--- src/rtl/generic_fifo_sc_prog.sv ---
// Single-clock FIFO with programmable almost-full/almost-empty thresholds,
// quartile level, sticky error flags. Define GENERIC_FIFO_FWFT_EN for first-word-fall-through.
module generic_fifo_sc_prog #(
    parameter int DW = 8,
    parameter int AW = 4
) (
    input  logic          clk,
    input  logic          rst,
    input  logic          clr,
    input  logic [DW-1:0] din,
    input  logic          we,
    input  logic          re,
    input  logic [AW:0]   af_thr,
    input  logic [AW:0]   ae_thr,
    output logic [DW-1:0] dout,
    output logic          full,
    output logic          empty,
    output logic          almost_full,
    output logic          almost_empty,
    output logic [AW:0]   cnt,
    output logic [1:0]    level,
    output logic          ovf,
    output logic          unf
);

    localparam logic [AW:0] DEPTH = (AW+1)'(1 << AW);
    localparam logic [AW:0] LVL_Q3 = (AW+1)'(3 << (AW-2));
    localparam logic [AW:0] LVL_H  = (AW+1)'(1 << (AW-1));
    localparam logic [AW:0] LVL_Q1 = (AW+1)'(1 << (AW-2));

    logic [DW-1:0] mem_q [0:(1<<AW)-1];

    logic [AW-1:0] wp_q, wp_d;
    logic [AW-1:0] rp_q, rp_d;
    logic [AW:0]   cnt_q, cnt_d;
    logic          ovf_q, ovf_d;
    logic          unf_q, unf_d;
    logic          rd_ok, wr_ok;

    // A write into a full FIFO is still accepted when a read frees a slot on the same edge.
    always_comb begin
        rd_ok = re && (cnt_q != '0);
        wr_ok = we && ((cnt_q != DEPTH) || rd_ok);
        wp_d  = wp_q;
        rp_d  = rp_q;
        cnt_d = cnt_q;
        ovf_d = ovf_q;
        unf_d = unf_q;
        if (clr) begin
            wp_d  = '0;
            rp_d  = '0;
            cnt_d = '0;
            ovf_d = 1'b0;
            unf_d = 1'b0;
        end else begin
            if (wr_ok) wp_d = wp_q + 1'b1;
            if (rd_ok) rp_d = rp_q + 1'b1;
            if (wr_ok && !rd_ok) cnt_d = cnt_q + 1'b1;
            else if (rd_ok && !wr_ok) cnt_d = cnt_q - 1'b1;
            if (we && !wr_ok) ovf_d = 1'b1;
            if (re && !rd_ok) unf_d = 1'b1;
        end
    end

    always_ff @(posedge clk) begin
        if (!rst) begin
            wp_q  <= '0;
            rp_q  <= '0;
            cnt_q <= '0;
            ovf_q <= 1'b0;
            unf_q <= 1'b0;
        end else begin
            wp_q  <= wp_d;
            rp_q  <= rp_d;
            cnt_q <= cnt_d;
            ovf_q <= ovf_d;
            unf_q <= unf_d;
        end
    end

    // Storage has no reset; only accepted writes outside reset/clear land in it.
    always_ff @(posedge clk) begin
        if (rst && !clr && wr_ok) mem_q[wp_q] <= din;
    end

`ifdef GENERIC_FIFO_FWFT_EN
    assign dout = mem_q[rp_q];
`else
    logic [DW-1:0] dout_q, dout_d;

    always_comb begin
        dout_d = dout_q;
        if (!clr && rd_ok) dout_d = mem_q[rp_q];
    end

    always_ff @(posedge clk) begin
        if (!rst) dout_q <= '0;
        else      dout_q <= dout_d;
    end

    assign dout = dout_q;
`endif

    assign cnt          = cnt_q;
    assign ovf          = ovf_q;
    assign unf          = unf_q;
    assign full         = (cnt_q == DEPTH);
    assign empty        = (cnt_q == '0);
    assign almost_full  = (cnt_q >= af_thr);
    assign almost_empty = (cnt_q <= ae_thr);

    always_comb begin
        if (cnt_q >= LVL_Q3)      level = 2'd3;
        else if (cnt_q >= LVL_H)  level = 2'd2;
        else if (cnt_q >= LVL_Q1) level = 2'd1;
        else                      level = 2'd0;
    end

endmodule

--- config.mk ---
export PLATFORM = sky130hd
export DESIGN_NAME = generic_fifo_sc_prog
export DESIGN_NICKNAME = d
export VERILOG_FILES = /design/src/rtl/generic_fifo_sc_prog.sv
export SDC_FILE = /design/constraint.sdc
export NUM_CORES = 1
export LEC_CHECK = 0
export ABC_AREA = 1
export BUFFER_PORTS_ARGS = -buffer_cell sky130_fd_sc_hd__buf_2
export CAP_MARGIN = 10
export CORE_MARGIN = 2
export CORE_UTILIZATION = 25
export DETAILED_ROUTE_END_ITERATION = 10
export PLACE_DENSITY = 0.41
export SLEW_MARGIN = 20
export SYNTH_ARGS = -nofsm -noshare
export SYNTH_HDL_FRONTEND = slang
export SYNTH_SLANG_ARGS = --single-unit
--- constraint.sdc ---
create_clock -name clk -period 2.8 [get_ports clk]
set_input_delay 0.56 -clock clk [delete_from_list [all_inputs] [get_ports clk]]
set_output_delay 0.56 -clock clk [all_outputs]
set_load 0.02 [all_outputs]
==> results of run 1 <==
power by group:
group | total, W | internal [W] | leakage [nW] | switching [W]
clock network | 0.00219 | 0.00130 | 0.270 | 0.000891
registers | 0.00250 | 0.00248 | 1.34 | 0.0000274
logic | 0.000775 | 0.000252 | 1.92 | 0.000523
worst reg2reg max path, stage by stage, from the launching register on:
cell                       delay, ps
sky130_fd_sc_hd__dfxtp_1         390
sky130_fd_sc_hd__nor2_2          140
sky130_fd_sc_hd__nand3_1          90
sky130_fd_sc_hd__nor2_2          150
sky130_fd_sc_hd__nand2_2          90
sky130_fd_sc_hd__nand2_2         110
sky130_fd_sc_hd__inv_4            70
sky130_fd_sc_hd__ha_1            240
sky130_fd_sc_hd__fa_1            420
sky130_fd_sc_hd__inv_1            70
sky130_fd_sc_hd__nand2_1          50
sky130_fd_sc_hd__a21boi_0        160
sky130_fd_sc_hd__o21bai_1         80
sky130_fd_sc_hd__nand2_1          60
sky130_fd_sc_hd__nand2_1          50
sky130_fd_sc_hd__a21oi_1         100
metal layers:
layer  up-vias  share of wire, %
met4         0              0.71
met3         9               4.4
met5         -                 0
met1      2240                49
li1       2420                 -
met2        89                46
cell families after synthesis:
logic type,count (synthesis)
flops,151
buf+inv,137
xor+xnor,6
compound gates,39
simple gates,355
fa+ha+maj,20
stage by stage:
| stage | worst slack (ps) | util (%) | hold slack (ps) | cells |
|---|---|---|---|---|
| after floorplan | 400 | - | 468 | 708 |
| after global placement | 478 | 27.7 | 475 | 1127 |
| after detailed placement | 422 | 27.7 | 460 | 1127 |
| after CTS | 267 | 29.7 | 409 | 1159 |
| after global routing | 122 | 29.7 | 445 | 1159 |
| final | 310 | 29.7 | 430 | 1159 |
state kept, by name (all words and copies together) (netlist names):
register,flops
ovf,1
unf,1
cnt,5
rp_q,4
dout,8
wp_q,4
mem_q,128
worst min path at each step:
stage / slack [ps] / cells after the start / to / start
after CTS: 410 / 3 / unf / re
after global placement: 480 / 2 / unf / unf
final: 430 / 3 / unf / re
after detailed placement: 460 / 2 / unf / unf
after global routing: 450 / 3 / unf / re
after floorplan: 470 / 2 / wp_q[3] / wp_q[3]
synthesized netlist by cell type:
library cell	instances
sky130_fd_sc_hd__clkinv_1	2
sky130_fd_sc_hd__nor2_8	1
sky130_fd_sc_hd__nor2_1	24
sky130_fd_sc_hd__fa_1	1
sky130_fd_sc_hd__edfxtp_1	128
sky130_fd_sc_hd__dfxtp_1	23
sky130_fd_sc_hd__o21ai_0	9
sky130_fd_sc_hd__ha_1	19
sky130_fd_sc_hd__inv_2	2
sky130_fd_sc_hd__nand2_1	219
sky130_fd_sc_hd__xor2_1	4
sky130_fd_sc_hd__buf_2	14
sky130_fd_sc_hd__o22ai_1	1
sky130_fd_sc_hd__nand2_2	6
sky130_fd_sc_hd__buf_4	8
sky130_fd_sc_hd__a21o_1	1
sky130_fd_sc_hd__inv_1	104
sky130_fd_sc_hd__o21bai_1	3
sky130_fd_sc_hd__inv_4	1
sky130_fd_sc_hd__xnor2_1	2
sky130_fd_sc_hd__o21a_1	8
sky130_fd_sc_hd__nand2_4	1
sky130_fd_sc_hd__nand3_1	101
sky130_fd_sc_hd__buf_6	5
sky130_fd_sc_hd__nand4_2	1
sky130_fd_sc_hd__a21oi_1	15
sky130_fd_sc_hd__a21boi_0	1
sky130_fd_sc_hd__nor2_2	2
sky130_fd_sc_hd__buf_1	1
sky130_fd_sc_hd__a31oi_1	1
area by class of cell:
class                   count  area, um2
fillers                  2939      19400
flip-flops and latches    151       4310
multi-input cells         420       2050
well taps                 378        473
clock buffers              18        429
inverters                 109        412
repair buffers             69        410
clock inverters            14        135
==> metrics.txt, run 1 <==
grt met2 use=between 20% and 30%; path depth of the worst reg2reg path=15; Worst Setup End Kind=output port; synthesized instance count=708; setup repair after global routing missed its margin=no; number of detailed-route iterations in the first pass=5; synth unique cells=30; syn_nets=751; cell family with the largest share of critical-path delay=flip-flops; routed via count divided by cell count=4.11; worst setup path start=cnt[0]; delay of the slowest critical-path stage=390 ps; minimum clock period=around 2500 ps; cell type with the highest occurrence count on the critical path=sky130_fd_sc_hd__nand2_1; most heavily used metal layer in global routing=met2; sum of overflow across all layers after global routing=0; routed wirelength normalized by instance count=15.3 um; yosys warns=0; placed cell area=approximately 7700 um2; cell taking the most area after synthesis=sky130_fd_sc_hd__edfxtp_1; count of clock tree sinks=around 150; Final Power=~0.0055 W; Critical Path Stages=9; final cycle utilization of the critical path=88.9%; Register-to-Register Setup Slack=450 ps; mean post-synth cell area=9.83 um2; std cell rows=61; global-route met3 utilization=3.05%; antenna violations before repair=0; Detailed Place HPWL=11.1 mm; xor-xnor portion of the synthesized cell area=less than 1%; count of inserted antenna diode cells=0; count of hold buffers inserted by post-cts repair=0; Setup TNS=0 ps; area enclosed by the die boundary=29200 um2; sequential cell area fraction in the yosys report=61.9%; FF+latch count, synth=between 150 and 200; first-pass GRT wire length=27.5 mm; Final Hold Fails=0; area share of the leading cell type in the synthesized netlist=a little under three fifths; Clock transition at path regs=60 ps; commonest cells after routing, fill and taps aside=sky130_fd_sc_hd__nand2_1 (219), sky130_fd_sc_hd__edfxtp_1 (128), sky130_fd_sc_hd__inv_1 (104), sky130_fd_sc_hd__nand3_1 (101), sky130_fd_sc_hd__buf_2 (43); met1 usage=18.0%; Slew @ Worst Pin=775 ps; type of the worst min-delay path=in -> reg; vias in the first global route=between 4000 and 5000; category of the worst setup path launch point=register; DRT iter0 DRCs=317; Post-CTS Setup Bufs=0; Static Leak=3.52 nW; proportion of synthesized area in mux cells=0%; post-route cell area=8220 um2; worst vdd rail ir drop=0.412 mV; die outline height=171 um; series of cell instances along the critical path=inv_1 -> ha_1 -> o21ai_0 -> nand2_1 -> nand2_1 -> nand2_1 -> a21oi_1 -> o21bai_1 -> buf_2; Final GP Congestion=0.792; final setup fails=0; fraction of the mapped netlist area in compound gates=3.31%; all-layer global routing usage=12.9%; TritonCTS clock tree=yes; maximum fanout along the worst path=5; post-cts repair resize count=0; share of final-layout standard cells stronger than drive strength 1=14.2%; max_slew headroom=48.3%; capture point of the worst reg-to-reg path=cnt[4]; total wire length=17.7 mm; Worst R2R Start=cnt[3]; largest buffer count on any clock path=2; CP bufs+invs=2; number of nets with antenna violations after routing=0; highest clock frequency the design can meet=402 MHz; reported max-cap violation count=0; most common cell after layout, fill and taps aside=sky130_fd_sc_hd__nand2_1; Slowest-stage cell, CP=sky130_fd_sc_hd__dfxtp_1; Clk Latency, worst-skew pair=420 ps; run status=finished clean; maximum number of pins on one net before global-route repair=67; signed area change from the synthesized netlist to the final layout=18.1%; data required time at the worst endpoint=about 2200 ps; final slew viol count=0; die width=around 170 um; post-synthesis simple-gate area fraction=21.7%; main combinational cell family by area after synthesis=simple AND/OR/NAND/NOR gates; CTS root buffer=sky130_fd_sc_hd__clkbuf_16; I/O pin count=44; Power Dens Cells=between 600 and 700 nW/um2; Placeable Area=27600 um2; Worst setup endpoint=almost_full; initial cell density of the core=roughly 25%; number of nets at the end of the flow=approximately 800; total CTS buffers=17; remaining routing DRC violations=0; Buffers on Ports=43; Synth Cell Area=6960 um2; type of the worst setup path=reg -> out; CTS H-tree depth=4; final clock skew=approximately 10 ps; via count=4758; WP data arrival=1930 ps; Synth Area in Adders=3.70%; top cells by area, synth=sky130_fd_sc_hd__edfxtp_1 (55%), sky130_fd_sc_hd__nand2_1 (12%), sky130_fd_sc_hd__nand3_1 (7.3%)
(Power assumes the default switching activity.)
==> run 2, diff against run 1 <==
--- a/config.mk
+++ b/config.mk
@@ -7,11 +7,12 @@
 export LEC_CHECK = 0
 export ABC_AREA = 1
 export BUFFER_PORTS_ARGS = -buffer_cell sky130_fd_sc_hd__buf_2
-export CAP_MARGIN = 10
+export CAP_MARGIN = 15
 export CORE_MARGIN = 2
-export CORE_UTILIZATION = 25
+export CORE_UTILIZATION = 61
 export DETAILED_ROUTE_END_ITERATION = 10
-export PLACE_DENSITY = 0.41
+export PLACE_DENSITY = 0.81
+export RECOVER_POWER = 25
 export SLEW_MARGIN = 20
 export SYNTH_ARGS = -nofsm -noshare
 export SYNTH_HDL_FRONTEND = slang
==> metrics.txt, run 2 (synthesis gave the netlist of run 1 again) <==
remaining routing DRC violations=0 (unchanged); Hold Crit Endpoint=unf; all-layer global routing usage=26.3% (+13 points); count of hold buffers inserted by post-cts repair=0 (unchanged); maximum fanout along the worst path=5 (unchanged); capture point of the worst reg-to-reg path=cnt[3]; std cell rows=39 (-36%); Post-CTS Setup Bufs=0 (unchanged); hold wc startpoint=re; Final Hold Fails=0 (unchanged); data required time at the worst endpoint=2240 ps (about the same); final slew viol count=0 (unchanged); part of the power in combinational logic=13.8% (-0.4 points); net switching power=0.00144 W (about the same); reported max-cap violation count=0 (unchanged); highest clock frequency the design can meet=399 MHz (-0.72%); internal power=0.00403 W (about the same); maximum number of pins on one net before global-route repair=67 (unchanged); Power Dens Cells=697 nW/um2 (+4.8%); series of cell instances along the critical path=inv_1 -> ha_1 -> o21ai_0 -> nand2_1 -> nand2_1 -> nand2_1 -> a21oi_1 -> o21bai_1 -> buf_2; number of cells on the worst hold path=3 (unchanged); number of nets at the end of the flow=798 (-1.6%); post-cts repair resize count=0 (unchanged); category of the worst setup path launch point=register; wire length on met3=1.24 mm (+61%); die outline height=111 um (-35%); count of clock tree sinks=151 (unchanged); most common cell after layout, fill and taps aside=sky130_fd_sc_hd__nand2_1; run status=finished clean; Setup TNS=0 ps (unchanged); metal2 WL=7.46 mm (-7.8%); Clk Latency, worst-skew pair=430 ps (about the same); setup repair after global routing missed its margin=no; minimum setup slack in the final design=292 ps (-18.1 ps); number of detailed-route iterations in the first pass=5 (unchanged); Filler Cell Count=807 (-73%); first-pass GRT wire length=24.5 mm (-11%); path depth of the worst reg2reg path=14 (-1); WP data arrival=1950 ps (+20 ps); final cycle utilization of the critical path=89.6% (+0.65 points); Slowest-stage cell, CP=sky130_fd_sc_hd__dfxtp_1; initial cell density of the core=61.7% (+37 points); Detailed Place HPWL=9.79 mm (-12%); via count=4974 (+4.5%); Largest register FFs=128 (unchanged); signed area change from the synthesized netlist to the final layout=12.8%; total CTS buffers=17 (unchanged); I/O pin count=44 (unchanged); CTS root buffer=sky130_fd_sc_hd__clkbuf_16; routed via count divided by cell count=5.46 (+33%); post-route cell area=7850 um2 (-4.5%); count of inserted antenna diode cells=0 (unchanged); worst setup path start=cnt[0]; worst vdd rail ir drop=0.512 mV (+24%); Final GP Congestion=0.885 (+12%); Slew @ Worst Pin=861 ps (+85.9 ps); worst setup slack after placement=333 ps (-89.7 ps); sequential group share of total power=45.9% (about the same); TritonCTS clock tree=yes; register with the most flip-flops=mem_q; DRT iter0 DRCs=504 (+59%); Worst R2R Start=cnt[1]; sum of overflow across all layers after global routing=0 (unchanged); final clock skew=7.71 ps (-2.74 ps); Static Leak=3.45 nW (-2.2%); Worst Setup End Kind=output port; CTS H-tree depth=4 (unchanged); commonest cells after routing, fill and taps aside=sky130_fd_sc_hd__nand2_1 (219), sky130_fd_sc_hd__edfxtp_1 (128), sky130_fd_sc_hd__inv_1 (104), sky130_fd_sc_hd__nand3_1 (101), sky130_fd_sc_hd__buf_2 (38); routed wirelength normalized by instance count=16.6 um (+8.6%); largest buffer count on any clock path=2 (unchanged); die width=111 um (-35%); total wire length=15.1 mm (-15%); delay of the slowest critical-path stage=390 ps (about the same); type of the worst setup path=reg -> out; antenna violations before repair=0 (unchanged); number of nets with antenna violations after routing=0 (unchanged); Placeable Area=11300 um2 (-59%); share of final-layout standard cells stronger than drive strength 1=12.5% (-1.7 points); max_slew headroom=42.6% (-5.7 points); total routed wire length on the met1 layer=5.98 mm (-31%); cell type with the highest occurrence count on the critical path=sky130_fd_sc_hd__nand2_1; Buffers on Ports=43 (unchanged); final setup fails=0 (unchanged); Clock transition at path regs=60 ps (about the same); topmost layer with routed signal wires=met4; minimum clock period=2510 ps (+18.1 ps); type of the worst min-delay path=in -> reg; area enclosed by the die boundary=12300 um2 (-58%); sw frac=26.3% (about the same); Register-to-Register Setup Slack=330 ps (-120 ps); vias in the first global route=4862 (+6.1%); placed cell area=7270 um2 (-5.0%); share of power burned in the clock network=40.3% (+0.3 points)
==> run 2: worst max path at each step <==
stage,end,slack [ps]
floorplan,cnt[4],400
global placement,cnt[4],390
detailed placement,mem_q[13][6],330
CTS,almost_full,270
global route,cnt[4],60
finish,almost_full,290
==> run 2: metrics by stage <==
stage / hold slack [ps] / cells / total power, W / utilization [%]
floorplan: 468 / 708 / 0.00309 / -
global placement: 460 / 879 / 0.00328 / 64.5
detailed placement: 458 / 879 / 0.00330 / 64.5
CTS: 400 / 911 / 0.00549 / 69.7
global route: 419 / 911 / 0.00568 / 69.6
finish: 413 / 911 / 0.00547 / 69.6
==> run 2: layer usage <==
metal | GRT usage (%) | up-vias
met1 | 33.2 | 2302
met3 | 6.78 | 43
met5 | 0 | -
met4 | 11.4 | 0
li1 | - | 2393
met2 | 43.4 | 236
==> run 2: power by group through the flow <==
stage	Clock [W]	Sequential, W	Combinational [W]
floorplan	0	0.00259	0.000502
global placement	0	0.00256	0.000726
detailed placement	0	0.00256	0.000743
CTS	0.00222	0.00251	0.000753
global route	0.00232	0.00252	0.000844
finish	0.00220	0.00251	0.000753
==> run 2: final cells by class <==
cell class / instances / area [um2] / share of cell area, %
inverters: 109 / 412 / 5.25
repair buffers: 56 / 319 / 4.07
clock inverters: 15 / 154 / 1.96
multi-input cells: 420 / 2050 / 26.2
well taps: 143 / 179 / 2.28
clock buffers: 17 / 425 / 5.42
flip-flops and latches: 151 / 4310 / 54.9
==> run 2: critical path, delay by kind of cell (launching register included) <==
kind / cells / cell delay (ps)
adders and majority gates: 1 / 300
AOI/OAI and AO/OA: 3 / 370
DFF: 1 / 390
buffers and inverters: 2 / 300
and+or+nand+nor: 3 / 170
